--- src/rtl/adc_calc_val_bank.sv ---
// Per-channel gain/offset operand bank for the ADC float pipeline.
// PS writes land in a shadow bank; a frame start commits (if armed) and streams one beat per operand.

module adc_cvb_lane #(
  parameter int                    DATA_WIDTH = 32,
  parameter logic [DATA_WIDTH-1:0] DEF_GAIN   = 32'h32000000,
  parameter logic [DATA_WIDTH-1:0] DEF_OFFSET = 32'hbf800000
) (
  input  logic                  i_clk,
  input  logic                  i_rst_n,
  input  logic                  i_wr_gain,
  input  logic                  i_wr_offset,
  input  logic [DATA_WIDTH-1:0] i_wr_data,
  input  logic                  i_commit,
  input  logic                  i_launch,
  input  logic                  i_gain_tready,
  input  logic                  i_offset_tready,
  output logic [DATA_WIDTH-1:0] o_gain,
  output logic [DATA_WIDTH-1:0] o_offset,
  output logic                  o_gain_tvalid,
  output logic                  o_offset_tvalid
);
  logic [DATA_WIDTH-1:0] shd_gain, shd_offset, act_gain, act_offset;
  logic                  gain_vld, offset_vld;

  // Commit samples the shadow before any same-cycle write lands.
  always_ff @(posedge i_clk or negedge i_rst_n) begin
    if (!i_rst_n) begin
      shd_gain   <= DEF_GAIN;
      shd_offset <= DEF_OFFSET;
      act_gain   <= DEF_GAIN;
      act_offset <= DEF_OFFSET;
    end else begin
      if (i_wr_gain)   shd_gain   <= i_wr_data;
      if (i_wr_offset) shd_offset <= i_wr_data;
      if (i_commit) begin
        act_gain   <= shd_gain;
        act_offset <= shd_offset;
      end
    end
  end

  always_ff @(posedge i_clk or negedge i_rst_n) begin
    if (!i_rst_n) begin
      gain_vld   <= 1'b0;
      offset_vld <= 1'b0;
    end else begin
      if (i_launch)           gain_vld   <= 1'b1;
      else if (i_gain_tready) gain_vld   <= 1'b0;
      if (i_launch)             offset_vld <= 1'b1;
      else if (i_offset_tready) offset_vld <= 1'b0;
    end
  end

  assign o_gain          = act_gain;
  assign o_offset        = act_offset;
  assign o_gain_tvalid   = gain_vld;
  assign o_offset_tvalid = offset_vld;
endmodule

module adc_calc_val_bank #(
  parameter int                    CH_NUM     = 2,
  parameter int                    DATA_WIDTH = 32,
  parameter logic [DATA_WIDTH-1:0] DEF_GAIN   = 32'h32000000,
  parameter logic [DATA_WIDTH-1:0] DEF_OFFSET = 32'hbf800000
) (
  input  logic                         i_clk,
  input  logic                         i_rst_n,
  input  logic                         i_wr_en,
  input  logic                         i_wr_sel,
  input  logic [2:0]                   i_wr_ch,
  input  logic [DATA_WIDTH-1:0]        i_wr_data,
  input  logic                         i_update,
  input  logic                         i_frame_start,
  output logic [CH_NUM*DATA_WIDTH-1:0] o_gain_axis_tdata,
  output logic [CH_NUM-1:0]            o_gain_axis_tvalid,
  input  logic [CH_NUM-1:0]            i_gain_axis_tready,
  output logic [CH_NUM*DATA_WIDTH-1:0] o_offset_axis_tdata,
  output logic [CH_NUM-1:0]            o_offset_axis_tvalid,
  input  logic [CH_NUM-1:0]            i_offset_axis_tready,
  output logic                         o_upd_pending,
  output logic                         o_busy,
  output logic [15:0]                  o_overrun_cnt
);
  typedef enum logic {S_IDLE, S_SEND} state_t;

  state_t                               state, state_nxt;
  logic                                 pending, commit, launch, overrun, remaining;
  logic [15:0]                          ovr_cnt;
  logic [CH_NUM-1:0][DATA_WIDTH-1:0]    gain_data, offset_data;
  logic [CH_NUM-1:0]                    gain_vld, offset_vld;

  // i_rst_n is expected to be deasserted synchronously to i_clk by the reset tree.
  genvar g;
  generate
    for (g = 0; g < CH_NUM; g++) begin : gen_lane
      adc_cvb_lane #(
        .DATA_WIDTH (DATA_WIDTH),
        .DEF_GAIN   (DEF_GAIN),
        .DEF_OFFSET (DEF_OFFSET)
      ) u_lane (
        .i_clk           (i_clk),
        .i_rst_n         (i_rst_n),
        .i_wr_gain       (i_wr_en && !i_wr_sel && (i_wr_ch == 3'(g))),
        .i_wr_offset     (i_wr_en &&  i_wr_sel && (i_wr_ch == 3'(g))),
        .i_wr_data       (i_wr_data),
        .i_commit        (commit),
        .i_launch        (launch),
        .i_gain_tready   (i_gain_axis_tready[g]),
        .i_offset_tready (i_offset_axis_tready[g]),
        .o_gain          (gain_data[g]),
        .o_offset        (offset_data[g]),
        .o_gain_tvalid   (gain_vld[g]),
        .o_offset_tvalid (offset_vld[g])
      );
    end
  endgenerate

  // Beats still outstanding after this cycle's handshakes.
  assign remaining = |(gain_vld & ~i_gain_axis_tready) | |(offset_vld & ~i_offset_axis_tready);

  always_comb begin
    state_nxt = state;
    launch    = 1'b0;
    commit    = 1'b0;
    overrun   = 1'b0;
    case (state)
      S_IDLE: begin
        if (i_frame_start) begin
          launch    = 1'b1;
          commit    = pending | i_update;
          state_nxt = S_SEND;
        end
      end
      S_SEND: begin
        overrun = i_frame_start;
        if (!remaining) state_nxt = S_IDLE;
      end
      default: state_nxt = S_IDLE;
    endcase
  end

  always_ff @(posedge i_clk or negedge i_rst_n) begin
    if (!i_rst_n) begin
      state   <= S_IDLE;
      pending <= 1'b0;
      ovr_cnt <= 16'h0000;
    end else begin
      state <= state_nxt;
      if (commit)        pending <= 1'b0;
      else if (i_update) pending <= 1'b1;
      if (overrun && ovr_cnt != 16'hFFFF) ovr_cnt <= ovr_cnt + 16'h0001;
    end
  end

  assign o_gain_axis_tdata    = gain_data;
  assign o_offset_axis_tdata  = offset_data;
  assign o_gain_axis_tvalid   = gain_vld;
  assign o_offset_axis_tvalid = offset_vld;
  assign o_busy               = |{gain_vld, offset_vld};
  assign o_upd_pending        = pending;
  assign o_overrun_cnt        = ovr_cnt;
endmodule

--- config.mk ---
export PLATFORM = sky130hd
export DESIGN_NAME = adc_calc_val_bank
export DESIGN_NICKNAME = d
export VERILOG_FILES = /design/src/rtl/adc_calc_val_bank.sv
export SDC_FILE = /design/constraint.sdc
export NUM_CORES = 1
export LEC_CHECK = 0
export BUFFER_PORTS_ARGS = -buffer_cell sky130_fd_sc_hd__buf_2
export CORE_UTILIZATION = 26
export CTS_BUF_LIST = sky130_fd_sc_hd__clkbuf_16
export DETAILED_ROUTE_END_ITERATION = 10
export PLACE_DENSITY = 0.45
export RECOVER_POWER = 100
export SLEW_MARGIN = 20
export SYNTH_ARGS = -nofsm -noshare
export SYNTH_HDL_FRONTEND = slang
export SYNTH_HIERARCHICAL = 1
export SYNTH_SLANG_ARGS = --single-unit
--- constraint.sdc ---
create_clock -name i_clk -period 2.15 [get_ports i_clk]
set_input_delay 0.1075 -clock i_clk [delete_from_list [all_inputs] [get_ports i_clk]]
set_output_delay 0.1075 -clock i_clk [all_outputs]
set_load 0.02 [all_outputs]
After elaboration in Yosys (flattened, before gate mapping)
Index checks and enable logic that the tools add are counted.
Widths: inputs -> output; s select.
{ "op_classes": {"shift": 0, "magnitude_cmp": 0, "n_addsub": 1, "mul": 0, "n_bitwise": 7, "n_eq_ne": 2, "muxes": 17, "n_reduce_logical": 17, "div_mod_pow": 0} }
{ "ops": {"columns": ["operator", "count"], "rows": [
  ["$add 16x1->16 const B", 1],
  ["$mux 1", 16],
  ["$ne 16x16->1 const B", 1],
  ["$reduce_bool 2->1", 5],
  ["$logic_and 1x1->1", 7],
  ["$and 2x2->2", 2],
  ["$not 2->2", 2],
  ["$reduce_or 2->1", 2],
  ["$reduce_or 4->1", 1],
  ["$eq 3x1->1 const B", 1],
  ["$logic_not 3->1", 1],
  ["$or 1x1->1", 2],
  ["$pmux 1 s2", 1],
  ["$logic_not 1->1", 1],
  ["$not 1->1", 1]
]} }
{ "totals": {"mem_bits_rw": 0, "input_bits": 45, "mem_count": 0, "output_inout_bits": 150, "romBits": 0, "latchBits": 0, "reg_bits": 278, "wordCells": 59} }

Logic depth before layout (Yosys ltp)
Gate-level depths: netlist of run 1.
{ "depth": {"word_depth": 6, "mapped_depth": 6, "mapped_depth_nobuf": 5} }

Modules after synthesis
Netlist of run 1, hierarchy kept.
{ "by_module_without_submodules": {"columns": ["module", "cells_per_inst", "instances", "area_each_um2", "seq_area_each_um2"], "rows": [
  ["adc_cvb_lane", 277, 2, 5221.3, 3280.6],
  ["adc_calc_val_bank", 107, 1, 1044.8, 450.4]
]} }

Worst setup path before layout of run 1
OpenSTA, ideal clock, no wires.
{ "synth_path": {"path_kind": "register to register", "startpoint": "register state", "endpoint": "register gen_lane[0].u_lane.act_gain[0]", "required_ps": 2025, "arrival_ps": 1582, "setup_ps": 125, "path_slack_ps": 443, "synth_period_minus_slack_ps": 1707, "n_path_buf": 2, "stages_incl_launch_ff": 6, "cell_sequence": "dfrtp_1 > nor2b_1 > nor2b_1 > buf_6 > buf_12 > mux2_4"} }
{ "synth_between": {"elab_chain_len": 1} }
{ "synth_rtl": {"columns": ["element", "line", "text"], "rows": [
  ["start, declared", "87", "state_t state, state_nxt;"],
  ["start signal, assigned", "149", "state <= state_nxt;"],
  ["$mux 1", "127", "case (state)"],
  ["via commit", "88", "logic pending, commit, launch, overrun, remaining;"],
  ["end signal, assigned", "37", "act_gain <= shd_gain;"],
  ["end, declared", "23", "logic [DATA_WIDTH-1:0] shd_gain, shd_offset, act_gain, act_offset;"]
]} }
The timed path passes the listed nets, and every way through them passes these cells.
A chain may end at the register's enable or synchronous reset.

Worst setup path after layout of run 1
{ "layout_path": {"startpoint": "register state", "endpoint": "register gen_lane[1].u_lane.act_gain[23]"} }
{ "layout_between": {"elab_chain_len": 1} }
{ "layout_rtl": {"columns": ["element", "line"], "rows": [
  ["$mux 1", "127"],
  ["via commit", "88"],
  ["end signal, assigned", "37"],
  ["end, declared", "23"]
]} }
The timed path passes the listed nets, and every way through them passes these cells.

==> tab_implementation.tex, run 1 <==
\begin{tabular}{lr}
\hline
Metric & Value \\
\hline
\multicolumn{2}{l}{\textbf{Clock tree}} \\
\quad Insertion delay to the later sink of the worst-skew pair & 540 ps \\
\quad CTS Sinks & 278 \\
\quad Clock Tree Root & clkbuf\_16 \\
\quad Cts repair resizes & 0 \\
\quad Clk slew on worst S/H paths & 60 ps \\
\quad Num CTS Buffers & 34 \\
\quad CTS max path bufs & 3 \\
\quad Clock tree from TritonCTS & built \\
\quad Number of H-tree branching levels & 2 \\
\multicolumn{2}{l}{\textbf{Placed design}} \\
\quad Half-perimeter wire length after detailed placement & 16,580 um \\
\quad Total of buffers placed on input and output ports & 194 \\
\quad Final RePlAce weighted congestion & 0.7240 \\
\multicolumn{2}{l}{\textbf{Timing}} \\
\quad Final worst clock skew & 13.33 ps \\
\quad Final hold violations & 0 \\
\quad Final clock period utilization by the worst path & 86.40\% \\
\quad Final Max Slew Viols & 0 \\
\quad F\_max & 0.5383 GHz \\
\quad Shortest period the worst path allows & 1858 ps \\
\quad Worst-Margin Slew & 1421 ps \\
\quad Summed negative setup slack over all endpoints & 0 ps \\
\quad Slew headroom & 5.258\% \\
\quad Setup repair after global routing missed its margin & false \\
\quad Final Setup Violations & 0 \\
\multicolumn{2}{l}{\textbf{Synthesis}} \\
\quad Dominant cell type by area after synthesis & dfrtp\_1 \\
\quad Netlist area before placement & 11,490 um\^{}2 \\
\quad Most used DFF post-synth & dfrtp\_1 \\
\quad Share of Yosys cell area claimed by the top area cell type & 50.97\% \\
\quad Most area-consuming cells after synthesis & dfrtp\_1, mux2\_4, mux2\_2, dfstp\_2, buf\_12 \\
\quad FF+latch count, synth & 278 \\
\quad Library cell with the highest instance count after synthesis & dfrtp\_1 \\
\quad Number of distinct standard cells referenced by the synthesized netlist & 38 \\
\quad Number of standard cells after synthesis & 661 \\
\quad EDFF count, synth & 0 \\
\quad Async set-or-reset flop fraction in the synthesized netlist & 100.0\% \\
\quad Syn nets & 707 \\
\quad Mean cell area of the mapped netlist & 17.38 um\^{}2 \\
\quad Commonest cells in the netlist & dfrtp\_1, mux2\_4, mux2\_2 \\
\quad Ys Warns & 6 \\
\quad Sequential fraction of the synthesis area & 61.04\% \\
\multicolumn{2}{l}{\textbf{Die}} \\
\quad Number of cell rows & 76 \\
\quad Number of top-level design ports & 195 \\
\quad Initial standard-cell utilization of the core & 26.49\% \\
\quad Horiz. Die Dim & 212.2 um \\
\quad Std-Cell Core Area & 43,360 um\^{}2 \\
\quad Total die area & 45,030 um\^{}2 \\
\quad Die span in y & 212.2 um \\
\multicolumn{2}{l}{\textbf{Drt}} \\
\quad Final ANT Viol Nets & 0 \\
\quad Wire per inst & 16.86 um \\
\quad Via-per-instance ratio & 4.128 \\
\quad First-pass iteration count of the detailed router & 4 \\
\quad Via count & 6,316 \\
\quad Detailed router's first-iteration violation count & 219 \\
\quad Final wirelength & 25,790 um \\
\quad Remaining routing DRC violations & 0 \\
\multicolumn{2}{l}{\textbf{Setup path}} \\
\quad Critical path, cell by cell & nor2b\_1 > nor2b\_4 > buf\_12 > buf\_6 > mux2\_1 \\
\quad Nature of the critical path endpoint & register \\
\quad Crit start category & register \\
\quad Req. time, crit path & 2560 ps \\
\quad Arrival time at the worst endpoint & 2270 ps \\
\quad Worst setup path category & register to register \\
\quad Delay of the slowest cell on the worst path & 430 ps \\
\quad Max FO, Critical Path & 27 \\
\quad Crit-path slowest cell & dfrtp\_1 \\
\multicolumn{2}{l}{\textbf{Global routing}} \\
\quad Total Routing Usage GR & 11.87\% \\
\quad Global-route wire length before repair & 40,750 um \\
\quad Antenna violations before repair & 2 \\
\quad Pin count of the biggest net entering global routing & 65 \\
\quad Via count of the first global-routing pass & 6,708 \\
\quad Gr ovfl total & 0 \\
\multicolumn{2}{l}{\textbf{Final layout}} \\
\quad Fraction of final layout cells sized beyond drive strength 1 & 30.40\% \\
\quad Signed area change from the synthesized netlist to the final layout & 19.24\% \\
\quad \# fillers & 4,527 \\
\quad Number of nets in the layout & 968 \\
\multicolumn{2}{l}{\textbf{Pwr}} \\
\quad Leakage Power & 5.924 nW \\
\quad VDD IR max & 0.7164 mV \\
\quad Power Total & 19.06 mW \\
\quad Power per Cell Area & 1392 nW/um\^{}2 \\
\multicolumn{2}{l}{\textbf{Run status}} \\
\quad Result of the run & completed \\
\multicolumn{2}{l}{\textbf{Flow run}} \\
\quad Max-Cap Viols & 0 \\
\multicolumn{2}{l}{\textbf{Min path}} \\
\quad Hold Path Class & input pin to async pin \\
\hline
\end{tabular}
## worst paths after layout
path                                                 start                                 to  slack [ps]  cells after the start
max                                                  state      gen_lane[1].u_lane/o_gain[23]         290                      5
max reg2reg                                          state      gen_lane[1].u_lane/o_gain[23]         290                      5
max in group asynchronous                          i_rst_n  gen_lane[0].u_lane/shd_offset[20]         760                      3
min                                                i_rst_n       gen_lane[0].u_lane/o_gain[4]         130                      2
min in group i_clk                           i_wr_data[22]    gen_lane[0].u_lane/shd_gain[22]         390                      3
min reg2reg                gen_lane[0].u_lane/shd_gain[19]      gen_lane[0].u_lane/o_gain[19]         480                      1
## placed cells by master (no fill, tap or decap), drive strengths merged
cell	instances
mux2	258
dfrtp	234
clkbuf	205
buf	46
dfstp	44
dlygate4sd3	39
inv	20
nor2	12
clkinv	11
nand2	9
nand4	9
nand3	6
xor2	6
a21oi	5
a21o	4
nor4	4
and4	3
and3	3
xnor2	3
bufinv	3
mux2i	2
and2	2
a211oi	2
o21ai	2
nor2b	2
or2	2
diode	1
nand2b	1
or4	1
o22ai	1
a221oi	1
a31oi	1
nor3	1
nor4b	1
ha	1
## what timing repair did
item	4_1_cts	5_1_grt
endpoints found under the hold margin	201	0
setup buffers	0	0
endpoints found under the setup margin	0	0
hold buffers	39	0
## final cells by class
class	instances	area, um^2	area share [%]
diodes	1	2.502	0.01827
clock buffers	34	850.8	6.212
clock inverters	24	210.2	1.535
inverters	10	37.54	0.2740
multi-input cells	342	3533	25.80
flip-flops and latches	278	7012	51.19
well taps	585	732.0	5.344
repair buffers	256	1319	9.628
## registers in the layout, indices dropped and copies added (netlist names)
signal,flops
gen_lane.u_lane/shd_offset,64
o_overrun_cnt,16
gen_lane.u_lane/o_gain,64
gen_lane.u_lane/o_gain_tvalid,2
state,1
o_upd_pending,1
gen_lane.u_lane/shd_gain,64
gen_lane.u_lane/o_offset_tvalid,2
gen_lane.u_lane/o_offset,64
## where the power goes
part           total [mW]  internal (mW)  switching, mW  leakage, nW
clock                5.49           3.25           2.24        0.544
combinational        5.26           2.05           3.20         2.04
sequential           8.32           7.27           1.05         3.35
total                19.1           12.6           6.49         5.92
## critical path: cells and delay by family, from the launching register on
kind / cells / cell delay (ps)
simple gates: 2 / 390
mux: 1 / 360
flops: 1 / 430
buf+inv: 2 / 520
## routing by layer
layer | GRT usage [%] | vias up | part of all wire [%]
met5 | 0 | - | 0.047
met4 | 4.273 | 2 | 2.5
met3 | 3.530 | 46 | 5.6
met2 | 18.25 | 135 | 46
met1 | 15.75 | 3257 | 46
li1 | - | 2876 | -
## logic make-up after synthesis
group | count (synthesis) | share of synthesized area, %
AOI/OAI and AO/OA | 16 | 0.9259
xor gates and xnor gates | 9 | 0.6862
adders and majority gates | 1 | 0.1089
buffers and inverters | 41 | 4.281
DFF | 278 | 61.04
muxes | 260 | 29.94
and+or+nand+nor | 56 | 3.017
## metrics by stage
step | instances | cell area (um^2) | hold slack (ps) | utilization, % | setup WS [ps]
6_report | 1530 | 13700 | 125.3 | 31.59 | 292.3
5_1_grt | 1530 | 13700 | 153.8 | 31.59 | 144.4
4_1_cts | 1529 | 14510 | 125.5 | 33.45 | 288.7
3_5_place_dp | 1432 | 13050 | 115.7 | 30.10 | 302.1
3_3_place_gp | 1432 | 13050 | 111.6 | 30.10 | 311.5
2_1_floorplan | 661 | 11490 | -188.1 | - | 443.0
Note: power is estimated with default switching activity, not from simulation.
==> run 2: changes to the inputs <==
Settings changed: SYNTH_HIERARCHICAL 1 to default.
==> tab_implementation.tex, run 2 <==
\begin{tabular}{lr}
\hline
Metric & Value \\
\hline
\multicolumn{2}{l}{\textbf{Run status}} \\
\quad Result of the run & finished with violations \\
\quad Failing checks & capacitance limit, slew limit \\
\multicolumn{2}{l}{\textbf{Setup path}} \\
\quad Crit start category & register \\
\quad Worst setup path category & register to register \\
\quad Max FO, Critical Path & 50 (+85\%) \\
\quad Req. time, crit path & 2550 ps (about the same) \\
\quad Crit-path slowest cell & buf\_6 \\
\quad Arrival time at the worst endpoint & 2220 ps (-50 ps) \\
\quad Crit path launch & state \\
\quad Origin of the critical flop-to-flop path & state \\
\quad Crit path buf inv count & 1 (-1) \\
\quad Critical path, cell by cell & nand2b\_1 > nor2\_4 > buf\_6 > mux2\_2 \\
\quad Worst Reg2Reg Path Length in Cells & 4 (-1) \\
\quad Nature of the critical path endpoint & register \\
\quad Logic depth of the worst path, buffers included & 4 (-1) \\
\quad Delay of the slowest cell on the worst path & 420 ps (about the same) \\
\quad Gate family responsible for the most delay along the worst path & simple AND/OR/NAND/NOR gates \\
\multicolumn{2}{l}{\textbf{Synthesis}} \\
\quad Share of Yosys cell area claimed by the top area cell type & 55.14\% (+4.2 points) \\
\quad Ys Warns & 0 (-6) \\
\quad Number of distinct standard cells referenced by the synthesized netlist & 35 (-7.9\%) \\
\quad Syn nets & 689 (-2.5\%) \\
\quad Commonest cells in the netlist & mux2\_2, dfrtp\_1, dfstp\_2 \\
\quad Number of standard cells after synthesis & 643 (-2.7\%) \\
\quad Sequential fraction of the synthesis area & 66.03\% (+5.0 points) \\
\quad Mean cell area of the mapped netlist & 16.51 um\^{}2 (-5.0\%) \\
\quad Most area-consuming cells after synthesis & dfrtp\_1, mux2\_2, dfstp\_2, buf\_2, xnor2\_1 \\
\quad Most used DFF post-synth & dfrtp\_1 \\
\quad Library cell with the highest instance count after synthesis & mux2\_2 \\
\quad FF+latch count, synth & 278 (unchanged) \\
\quad Async set-or-reset flop fraction in the synthesized netlist & 100.0\% (unchanged) \\
\quad Netlist area before placement & 10,620 um\^{}2 (-7.6\%) \\
\quad EDFF count, synth & 0 (unchanged) \\
\quad Dominant cell type by area after synthesis & dfrtp\_1 \\
\multicolumn{2}{l}{\textbf{Placed design}} \\
\quad Final RePlAce weighted congestion & 0.7181 (-0.81\%) \\
\quad Cell count after placement & 1,350 (-5.7\%) \\
\quad Worst slack after detailed placement & 338.8 ps (+36.70 ps) \\
\quad Total of buffers placed on input and output ports & 194 (unchanged) \\
\quad Half-perimeter wire length after detailed placement & 15,550 um (-6.2\%) \\
\multicolumn{2}{l}{\textbf{Die}} \\
\quad Die span in y & 204.1 um (-3.8\%) \\
\quad Number of top-level design ports & 195 (unchanged) \\
\quad Total die area & 41,650 um\^{}2 (-7.5\%) \\
\quad Std-Cell Core Area & 40,010 um\^{}2 (-7.7\%) \\
\quad Initial standard-cell utilization of the core & 26.54\% (+0.052 points) \\
\quad Number of cell rows & 73 (-3.9\%) \\
\quad Horiz. Die Dim & 204.1 um (-3.8\%) \\
\multicolumn{2}{l}{\textbf{Clock tree}} \\
\quad Insertion delay to the later sink of the worst-skew pair & 520 ps (-20 ps) \\
\quad Clk slew on worst S/H paths & 60 ps (about the same) \\
\quad Clock tree from TritonCTS & built \\
\quad CTS Sinks & 278 (unchanged) \\
\quad Num CTS Buffers & 34 (unchanged) \\
\quad Number of H-tree branching levels & 2 (unchanged) \\
\quad Clock Tree Root & clkbuf\_16 \\
\quad CTS max path bufs & 3 (unchanged) \\
\multicolumn{2}{l}{\textbf{Drt}} \\
\quad Final ANT Viol Nets & 0 (unchanged) \\
\quad Via-per-instance ratio & 4.247 (+2.9\%) \\
\quad Wire per inst & 16.74 um (-0.68\%) \\
\quad Via count & 6,166 (-2.4\%) \\
\quad Remaining routing DRC violations & 0 (unchanged) \\
\quad Final wirelength & 24,310 um (-5.7\%) \\
\quad First-pass iteration count of the detailed router & 4 (unchanged) \\
\quad Detailed router's first-iteration violation count & 114 (-48\%) \\
\multicolumn{2}{l}{\textbf{Flow run}} \\
\quad Max-Cap Viols & 1 (+1) \\
\multicolumn{2}{l}{\textbf{Pwr}} \\
\quad Power per Cell Area & 1412 nW/um\^{}2 (+1.5\%) \\
\quad Leakage Power & 5.789 nW (-2.3\%) \\
\quad P\_sw & 6.376 mW (-1.8\%) \\
\quad Register share of total power & 43.4\% (-0.2 points) \\
\quad VDD IR max & 0.6933 mV (-3.2\%) \\
\quad Proportion of total power due to net switching & 33.52\% (-0.52 points) \\
\quad Design internal power & 12.64 mW (+0.56\%) \\
\quad Share of total power in the clock network & 27.6\% (-1.2 points) \\
\quad Logic gate share of total power & 29.0\% (+1.4 points) \\
\multicolumn{2}{l}{\textbf{Min path}} \\
\quad Hold Path Class & input pin to async pin \\
\multicolumn{2}{l}{\textbf{Final layout}} \\
\quad Leading cell type in the layout, fill and taps excluded & mux2\_2 \\
\quad Fraction of final layout cells sized beyond drive strength 1 & 43.91\% (+14 points) \\
\quad Number of antenna cells inserted & 0 (-1) \\
\quad Filler-free cell count of the finished design & 1,452 (-5.1\%) \\
\quad Commonest cells after routing, fill and taps aside & mux2\_2, dfrtp\_1, clkbuf\_1, dfstp\_2, dlygate4sd3\_1 \\
\quad Signed area change from the synthesized netlist to the final layout & 26.82\% \\
\quad Number of nets in the layout & 949 (-2.0\%) \\
\multicolumn{2}{l}{\textbf{Global routing}} \\
\quad Antenna violations before repair & 0 (-2) \\
\quad Pin count of the biggest net entering global routing & 61 (-6.2\%) \\
\quad Via count of the first global-routing pass & 6,562 (-2.2\%) \\
\quad Total Routing Usage GR & 12.00\% (+0.13 points) \\
\quad Gr ovfl total & 0 (unchanged) \\
\quad Global-route wire length before repair & 38,480 um (-5.6\%) \\
\multicolumn{2}{l}{\textbf{Timing}} \\
\quad Final Setup Violations & 0 (unchanged) \\
\quad Final hold violations & 0 (unchanged) \\
\quad Slew headroom & -1.038\% (-6.3 points) \\
\quad Shortest period the worst path allows & 1823 ps (-34.51 ps) \\
\quad Final worst clock skew & 14.20 ps (+0.8714 ps) \\
\quad Final clock period utilization by the worst path & 84.80\% (-1.6 points) \\
\quad Final hold slack & 105.6 ps (-19.76 ps) \\
\quad Final Max Slew Viols & 20 (+20) \\
\quad Worst-Margin Slew & 1516 ps (+94.45 ps) \\
\quad Summed negative setup slack over all endpoints & 0 ps (unchanged) \\
\quad F\_max & 0.5485 GHz (+1.9\%) \\
\quad Worst-case setup margin in the final layout & 326.8 ps (+34.51 ps) \\
\quad Setup repair after global routing missed its margin & false \\
\hline
\end{tabular}
run 2: changes by cell type in the layout (fill, tap and decap cells not counted), moves of 4 or more:
cell / delta
a21o_1: -4
a21oi_1: -5
clkbuf_1: -7
clkbuf_2: +4
mux2_1: -116
mux2_2: +133
mux2_4: -17
nor2_1: -4
xnor2_1: +6
run 2: final timing paths:
path / end / slack, ps
max: gen_lane[0].u_lane.o_gain[9] / 330
min: gen_lane[1].u_lane.shd_offset[8] / 110
max reg2reg: gen_lane[0].u_lane.o_gain[9] / 330
min reg2reg: gen_lane[0].u_lane.shd_gain[9] / 480
max in group asynchronous: gen_lane[0].u_lane.shd_gain[0] / 530
min in group i_clk: gen_lane[1].u_lane.shd_offset[28] / 330
run 2: routing by layer:
layer / part of all wire, % / global-route usage, % / up-vias
li1: - / - / 2825
met1: 45 / 15.35 / 3154
met2: 45 / 18.21 / 150
met3: 7.6 / 4.464 / 37
met4: 2.5 / 4.851 / 0
met5: 0 / 0 / -
run 2: what timing repair did:
action / 4_1_cts / 5_1_grt
buffers inserted: 0 / 0
hold buffers: 42 / 0
hold endpoints to repair: 299 / 0
resized for setup: 0 / 0
run 2: logic make-up (layout without fill, tap and decap cells):
family | Yosys count | count (layout) | synth area share, %
xor gates and xnor gates | 12 | 12 | 0.9898
buffers and inverters | 35 | 319 | 1.803
DFF | 278 | 278 | 66.03
and+or+nand+nor | 51 | 51 | 3.181
AOI/OAI and AO/OA | 7 | 7 | 0.4242
adders and majority gates | 1 | 1 | 0.1178
muxes | 259 | 259 | 27.45
run 2: layout make-up:
type | count | area (um^2)
multi-input combinational | 330 | 3410
tap | 525 | 656.9
clock buffer | 35 | 875.8
inverter | 3 | 11.26
fill | 4046 | 26540
clock inverter | 25 | 141.4
sequential | 278 | 7012
timing repair buffer | 256 | 1360
run 2: worst register-to-register path, delay by kind of cell (launching register included):
family | cells | cell delay [ps]
muxes | 1 | 460
and+or+nand+nor | 2 | 420
buffers and inverters | 1 | 420
DFF | 1 | 410
run 2: stage by stage:
stage	util, %	instance area, um^2	power (mW)
after floorplan	-	10620	12.01
after global placement	31.01	12400	14.19
after detailed placement	31.01	12400	14.28
after CTS	34.60	13840	19.81
after global routing	33.66	13470	20.20
final	33.66	13470	19.02
run 2: power by group through the flow:
stage	Combinational, mW	Sequential [mW]	Clock, mW
2_1_floorplan	2.35	9.67	0
3_5_place_dp	5.95	8.33	0
3_3_place_gp	5.88	8.31	0
4_1_cts	6.04	8.27	5.50
6_report	5.52	8.25	5.25
5_1_grt	6.01	8.52	5.67
